--- src/rtl/top_entity.sv ---
// Runtime monitor: HLC samples inputs once per 5-clock monitor cycle, LLC evaluates streams in stages 1-3.
// Verdicts and _aktv flags load at the stage-4 edge and hold for the following monitor cycle.
module top_entity #(
  parameter int TIME_PERIOD = 100
) (
  input  logic               clk,
  input  logic               rst,
  input  logic               en,
  input  logic               input_a,
  input  logic               new_input_a,
  input  logic               input_b,
  input  logic               new_input_b,
  input  logic signed [63:0] input_id,
  input  logic               new_input_id,
  output logic               hlc_clock,
  output logic signed [63:0] hlc_clock_cnt,
  output logic               hlc_a,
  output logic               hlc_b,
  output logic signed [63:0] hlc_id,
  output logic               hlc_en_lt,
  output logic               hlc_en_gt,
  output logic               hlc_en_neq,
  output logic               hlc_en_not_a,
  output logic               hlc_en_a_impl_b,
  output logic               hlc_en_time_stream,
  output logic signed [63:0] llc_stage,
  output logic               output_lt,
  output logic               output_gt,
  output logic               output_neq,
  output logic               output_not_a,
  output logic               output_a_impl_b,
  output logic signed [63:0] output_time_stream,
  output logic               output_lt_aktv,
  output logic               output_gt_aktv,
  output logic               output_neq_aktv,
  output logic               output_not_a_aktv,
  output logic               output_a_impl_b_aktv,
  output logic               output_time_stream_aktv
);

  localparam logic [31:0] PERIOD_LAST = 32'(TIME_PERIOD - 1);

  logic [2:0]         stage;
  logic [31:0]        period_cnt;
  logic               eval_lt;
  logic               eval_gt;
  logic               eval_neq;
  logic               eval_not_a;
  logic               eval_a_impl_b;
  logic signed [63:0] eval_time_stream;

  assign hlc_clock = (stage == 3'd0) & en;
  assign llc_stage = {61'd0, stage};

  always_ff @(posedge clk) begin
    if (!rst) begin
      stage                   <= 3'd0;
      period_cnt              <= '0;
      hlc_clock_cnt           <= '0;
      hlc_a                   <= 1'b0;
      hlc_b                   <= 1'b0;
      hlc_id                  <= '0;
      hlc_en_lt               <= 1'b0;
      hlc_en_gt               <= 1'b0;
      hlc_en_neq              <= 1'b0;
      hlc_en_not_a            <= 1'b0;
      hlc_en_a_impl_b         <= 1'b0;
      hlc_en_time_stream      <= 1'b0;
      eval_lt                 <= 1'b0;
      eval_gt                 <= 1'b0;
      eval_neq                <= 1'b0;
      eval_not_a              <= 1'b0;
      eval_a_impl_b           <= 1'b0;
      eval_time_stream        <= '0;
      output_lt               <= 1'b0;
      output_gt               <= 1'b0;
      output_neq              <= 1'b0;
      output_not_a            <= 1'b0;
      output_a_impl_b         <= 1'b0;
      output_time_stream      <= '0;
      output_lt_aktv          <= 1'b0;
      output_gt_aktv          <= 1'b0;
      output_neq_aktv         <= 1'b0;
      output_not_a_aktv       <= 1'b0;
      output_a_impl_b_aktv    <= 1'b0;
      output_time_stream_aktv <= 1'b0;
    end else if (en) begin
      stage <= (stage == 3'd4) ? 3'd0 : stage + 3'd1;
      case (stage)
        3'd0: begin
          if (new_input_a)  hlc_a  <= input_a;
          if (new_input_b)  hlc_b  <= input_b;
          if (new_input_id) hlc_id <= input_id;
          hlc_en_lt       <= new_input_id;
          hlc_en_gt       <= new_input_id;
          hlc_en_not_a    <= new_input_a;
          hlc_en_neq      <= new_input_a & new_input_b;
          hlc_en_a_impl_b <= new_input_a & new_input_b;
          hlc_clock_cnt   <= hlc_clock_cnt + 64'sd1;
          // Deadline fires on the monitor cycle that completes each period.
          if (period_cnt == PERIOD_LAST) begin
            period_cnt         <= '0;
            hlc_en_time_stream <= 1'b1;
          end else begin
            period_cnt         <= period_cnt + 32'd1;
            hlc_en_time_stream <= 1'b0;
          end
        end
        3'd1: begin
          eval_lt <= hlc_id < 64'sd3;
          eval_gt <= hlc_id > 64'sd3;
        end
        3'd2: begin
          eval_neq      <= hlc_a ^ hlc_b;
          eval_not_a    <= ~hlc_a;
          eval_a_impl_b <= ~hlc_a | hlc_b;
        end
        3'd3: begin
          eval_time_stream <= output_time_stream + 64'sd1;
        end
        3'd4: begin
          if (hlc_en_lt)          output_lt          <= eval_lt;
          if (hlc_en_gt)          output_gt          <= eval_gt;
          if (hlc_en_neq)         output_neq         <= eval_neq;
          if (hlc_en_not_a)       output_not_a       <= eval_not_a;
          if (hlc_en_a_impl_b)    output_a_impl_b    <= eval_a_impl_b;
          if (hlc_en_time_stream) output_time_stream <= eval_time_stream;
          output_lt_aktv          <= hlc_en_lt;
          output_gt_aktv          <= hlc_en_gt;
          output_neq_aktv         <= hlc_en_neq;
          output_not_a_aktv       <= hlc_en_not_a;
          output_a_impl_b_aktv    <= hlc_en_a_impl_b;
          output_time_stream_aktv <= hlc_en_time_stream;
        end
        default: ;
      endcase
    end
  end

endmodule

--- config.mk ---
export PLATFORM = sky130hd
export DESIGN_NAME = top_entity
export DESIGN_NICKNAME = d
export VERILOG_FILES = /design/src/rtl/top_entity.sv
export SDC_FILE = /design/constraint.sdc
export NUM_CORES = 1
export LEC_CHECK = 0
export CAP_MARGIN = 20
export CORE_MARGIN = 5
export CORE_UTILIZATION = 45
export DETAILED_ROUTE_END_ITERATION = 16
export PLACE_DENSITY = 0.77
export SLEW_MARGIN = 40
export SYNTH_ARGS = -nofsm -noshare
export SYNTH_HDL_FRONTEND = slang
export SYNTH_SLANG_ARGS = --single-unit
--- constraint.sdc ---
create_clock -name clk -period 2.36 [get_ports clk]
set_input_delay 0.472 -clock clk [delete_from_list [all_inputs] [get_ports clk]]
set_output_delay 0.472 -clock clk [all_outputs]
set_load 0.03 [all_outputs]
# == Word-level counts from Yosys, hierarchy flattened ==
# Index checks and enable logic that the tools add are counted.
# totals
register_bits,311
input_bits,72
out_inout_bits,276
word_cells,58
# classes
add_sub_neg,4
order_cmp,2
eq_ne,5
n_mux,3
n_bitwise,5
reduce_logical,13
# op_table
op,n
$add 64x2->64 const B,2
$gt 64x3->1 const B,1
$lt 64x3->1 const B,1
$add 32x1->32 const B,1
$eq 32x7->1 const B,1
$mux 32,1
$reduce_and 3->1,7
$reduce_and 2->1,5
$eq 3x2->1 const B,2
$add 3x1->3 const B,1
$eq 3x1->1 const B,1
$eq 3x3->1 const B,1
$logic_not 3->1,1
$mux 3,1
$and 1x1->1,2
$mux 1,1
$not 1->1,1
$or 1x1->1,1
$xor 1x1->1,1

# == Logic depth before layout (Yosys ltp) ==
# logic_depth
ltp_word,2
depth_mapped,10
mapped_depth_nobuf,8

# == Worst setup path after synthesis ==
# Ideal clock, no wire load.
# synth_path
path_type,flip-flop to flip-flop
from,register output_time_stream[0]
to,register eval_time_stream[58]
setup_ns,0.074
arrival_ns,2.644
t_required_ns,2.286
setup_slack_ns,-0.358
stages_incl_launch_ff,8
path_buffers,1
period_less_slack_ns,2.718
cell_sequence,dfxtp_1 -> ha_1 -> nand3_1 -> or3_1 -> or4_1 -> buf_2 -> or4_1 -> a31oi_1
# synth_via
elab_chain_len,1
# synth_rtl
element,line_no,text
from (decl),32,"output logic signed [63:0] output_time_stream,"
from (signal assigned),127,if (hlc_en_time_stream) output_time_stream <= eval_time_stream;
$add 64x2->64,119,eval_time_stream <= output_time_stream + 64'sd1;
to (signal assigned),119,
to (decl),50,logic signed [63:0] eval_time_stream;
# No other way between the ends.
# A chain may end at the register's enable or synchronous reset.

# == Final worst setup path ==
# layout_path
from,register output_time_stream[22]
to,register eval_time_stream[44]
# Same word-level chain as after synthesis.

==> flow_summary.ini <==
[logic_synthesis]
synth.top_cells.by_area = dfxtp_1 45%, nand2_1 9.5%, a21oi_1 7.7%
synth-xor-area-share_pct = 5.093
synth_ff_type = dfxtp_1
yosysSeqAreaShare_pct = 44.69
synth_top_family_by_area = simple AND/OR/NAND/NOR gates
syn_avg_cell_area_sq_um = 7.956
ys_ff_latch = 311
syn_area_sq_um = 13930
synth_top_cell_by_area = dfxtp_1
yosys.cell_types.count = 48
synth_top_area_share_pct = 44.69
async_reset_ff_share_pct = 0
synth_edf_count = 0
synthSimpleGateAreaFrac_pct = 27.19
synth.mux.area_fraction_pct = 0.2156
yosysWarnings = 0
synth_fa_ha_area_share_pct = 0.8083
synth_compound_area_share_pct = 14.95
synthCells = 1751

[timing]
fmax_ghz = 0.4214
hold_viol = 0
fin_crit_sh_pct = 100.6
rsz0062_at_grt = yes
slew_headroom_pct = 55.81
min_period_ns = 2.373
final.setup.worst_slack_ns = -0.01305
setup_violations = 1
fin_worst_skew_ns = 0.01623
holdWs_ns = 0.3698
tightest_slew_ns = 0.6629
drv_slew = 0

[place]
dp.cells = 2422
dp_hpwl_mm = 29.93
gp_congestion = 0.8615
place_ws_ns = -0.2167
portBuffers = 286

[critical_path]
rr_worst_depth = 6
worstPathArrival_ns = 2.79
crit_fanout = 7
crit_slowest_cell = or4_4
worst_path_largest_cell_delay_ns = 0.60
r2r-start = output_time_stream[22]$_SDFFE_PN0P_
cp_top_family = simple AND/OR/NAND/NOR gates
worstPathRequired_ns = 2.78
startpoint_type = register
critPathMostFrequentCell = or4_4
path_class = register to register
rr_endpoint = eval_time_stream[44]$_SDFFE_PN0P_
worst_setup_path_end_kind = register
path_buf_inv = 1
path_cells = nand4_1 -> or4_4 -> or4_4 -> buf_6 -> or3_1 -> a31oi_1
r2r_slack_ns = -0.01

[cts]
numCtsBuffers = 35
cts.reportedPaths.clkPinSlew_ns = 0.06
h-tree-depth = 2
insertion_delay_ns = 0.51
cts.sinks = 311
cts_tree = done
cts_hold_buf = 0
clockBufferDepth = 3
root_buffer = clkbuf_16

[floorplanning]
start_util_pct = 45.54
die_area_sq_um = 34580
io_pins = 348
die_w_um = 185.9
rows = 64
die-height_um = 185.9
core_area_sq_um = 30590

[global_route]
track_usage_pct = 23.21
grt_pass1_wl_mm = 67.24
grt_pass1_vias = 13090
gr-total-overflow = 0
antenna_found_initial = 0
grt_max_degree = 108

[detailed_routing]
drt_iter0_drc = 907
via_per_inst = 5.558
antenna_left = 0
wire_per_inst_um = 17.35
dr.pass1.iters = 5
wl_mm = 43.26
route.detailed.drc = 0
via_count = 13860

[power]
power_density_nw_per_um2 = 616.7
max-vdd-ir-drop_uv = 439.5
p_leak_nw = 6.295

[min_path]
hold_path.class = primary input to register
min_from = rst
holdPathStages = 3
min_to = output_time_stream[63]$_SDFFE_PN0P_

[final_layout]
final_cells = 2493
area_delta_synth_final_pct = 35.49
fillers = 2614
layout-drive-gt1-share_pct = 10.44
final_common_cell = nand2_1
diodes = 0
nets = 2153
most-common-layout-cells = 352 x nand2_1, 284 x clkdlybuf4s50_1, 282 x dfxtp_1, 213 x a21oi_1, 96 x buf_4

[run_status]
status = finished with violations
violations = negative setup slack

[run]
drv_cap = 0
==> synthesized netlist by cell type, types with 19 or more instances <==
master and n:
a211oi_1 19, a21oi_1 213, and3_1 23, and4_1 20, buf_4 65, clkbuf_1 93, dfxtp_1 311, inv_1 20
nand2_1 354, nand3_1 69, nand4_1 48, nor2_1 82, nor3_1 31, nor4_1 43, o21ai_0 77, o31ai_1 32
or3_1 43, or4_1 37, xnor2_1 49, xor2_1 32
==> metal layers <==
layer | routed length, um | global-route usage (%) | vias to the layer above
met3 | 2928 | 4.202 | 96
met4 | 1361 | 8.015 | 0
met2 | 20900 | 38.50 | 474
li1 | - | - | 6697
met5 | 0 | 0 | -
met1 | 18070 | 30.55 | 6588
==> worst max path at each step <==
stage	from	endpoint	slack (ns)	cells past startpoint
floorplan	output_time_stream[22]$_SDFFE_PN0P_	eval_time_stream[56]$_SDFFE_PN0P_	-0.05	6
global placement	en	period_cnt[24]$_SDFFE_PN0P_	-0.14	7
detailed placement	en	period_cnt[24]$_SDFFE_PN0P_	-0.22	7
CTS	output_time_stream[22]$_SDFFE_PN0P_	eval_time_stream[44]$_SDFFE_PN0P_	0.01	6
global route	output_time_stream[22]$_SDFFE_PN0P_	eval_time_stream[44]$_SDFFE_PN0P_	-0.09	6
finish	output_time_stream[22]$_SDFFE_PN0P_	eval_time_stream[44]$_SDFFE_PN0P_	-0.01	6
==> flip-flops by register name, summed over array words and instances, names as in the netlist, 3 cells and up <==
| register | cells |
|---|---|
| eval_time_stream | 64 |
| stage | 3 |
| hlc_id | 64 |
| period_cnt | 32 |
| hlc_clock_cnt | 64 |
| output_time_stream | 64 |
==> cells by family (layout without fill, tap and decap cells) <==
family / count (synthesis) / in the layout
adders and majority gates: 9 / 9
and+or+nand+nor: 777 / 778
other: 1 / 61
xor gates and xnor gates: 81 / 81
buffers and inverters: 195 / 480
muxes: 3 / 3
DFF: 311 / 311
AOI/OAI and AO/OA: 374 / 374
==> worst reg2reg max path: stages (launching register included) <==
cell     delay, ns
dfxtp_4       0.34
nand4_1       0.13
or4_4         0.60
or4_4         0.60
buf_6         0.16
or3_1         0.31
a31oi_1       0.16
==> power by group <==
part           leakage, nW  switching [mW]  internal, mW
Clock                0.532            2.13          3.03
Sequential            2.53          0.0884          5.34
Combinational         3.23           0.653         0.388
==> through the flow <==
stage | setup TNS, ns | instance area, sq um | total power [mW] | utilization [%]
3_3_place_gp | -1.625 | 17670 | 6.540 | 57.76
6_report | -0.01305 | 18870 | 11.64 | 61.70
3_5_place_dp | -4.311 | 17670 | 6.561 | 57.76
2_1_floorplan | -0.09415 | 14290 | 6.203 | -
5_1_grt | -0.2894 | 18870 | 12.06 | 61.70
4_1_cts | 0 | 18790 | 11.72 | 61.42
==> layout make-up <==
cell class | instances | area [sq um] | share of cell area, %
Timing Repair Buffer | 396 | 3856 | 20.43
Inverter | 22 | 87.58 | 0.4640
Clock inverter | 7 | 41.29 | 0.2188
Clock buffer | 55 | 1042 | 5.522
Sequential cell | 311 | 6290 | 33.32
Tap cell | 396 | 495.5 | 2.625
Multi-Input combinational cell | 1306 | 7062 | 37.41
==> repair_timing <==
action,4_1_cts,5_1_grt
endpoints found under the setup margin,19,31
setup buffers,4,3
pin swaps,5,15
gates resized for setup,2,9
gates cloned,0,2
(Power assumes the default switching activity.)
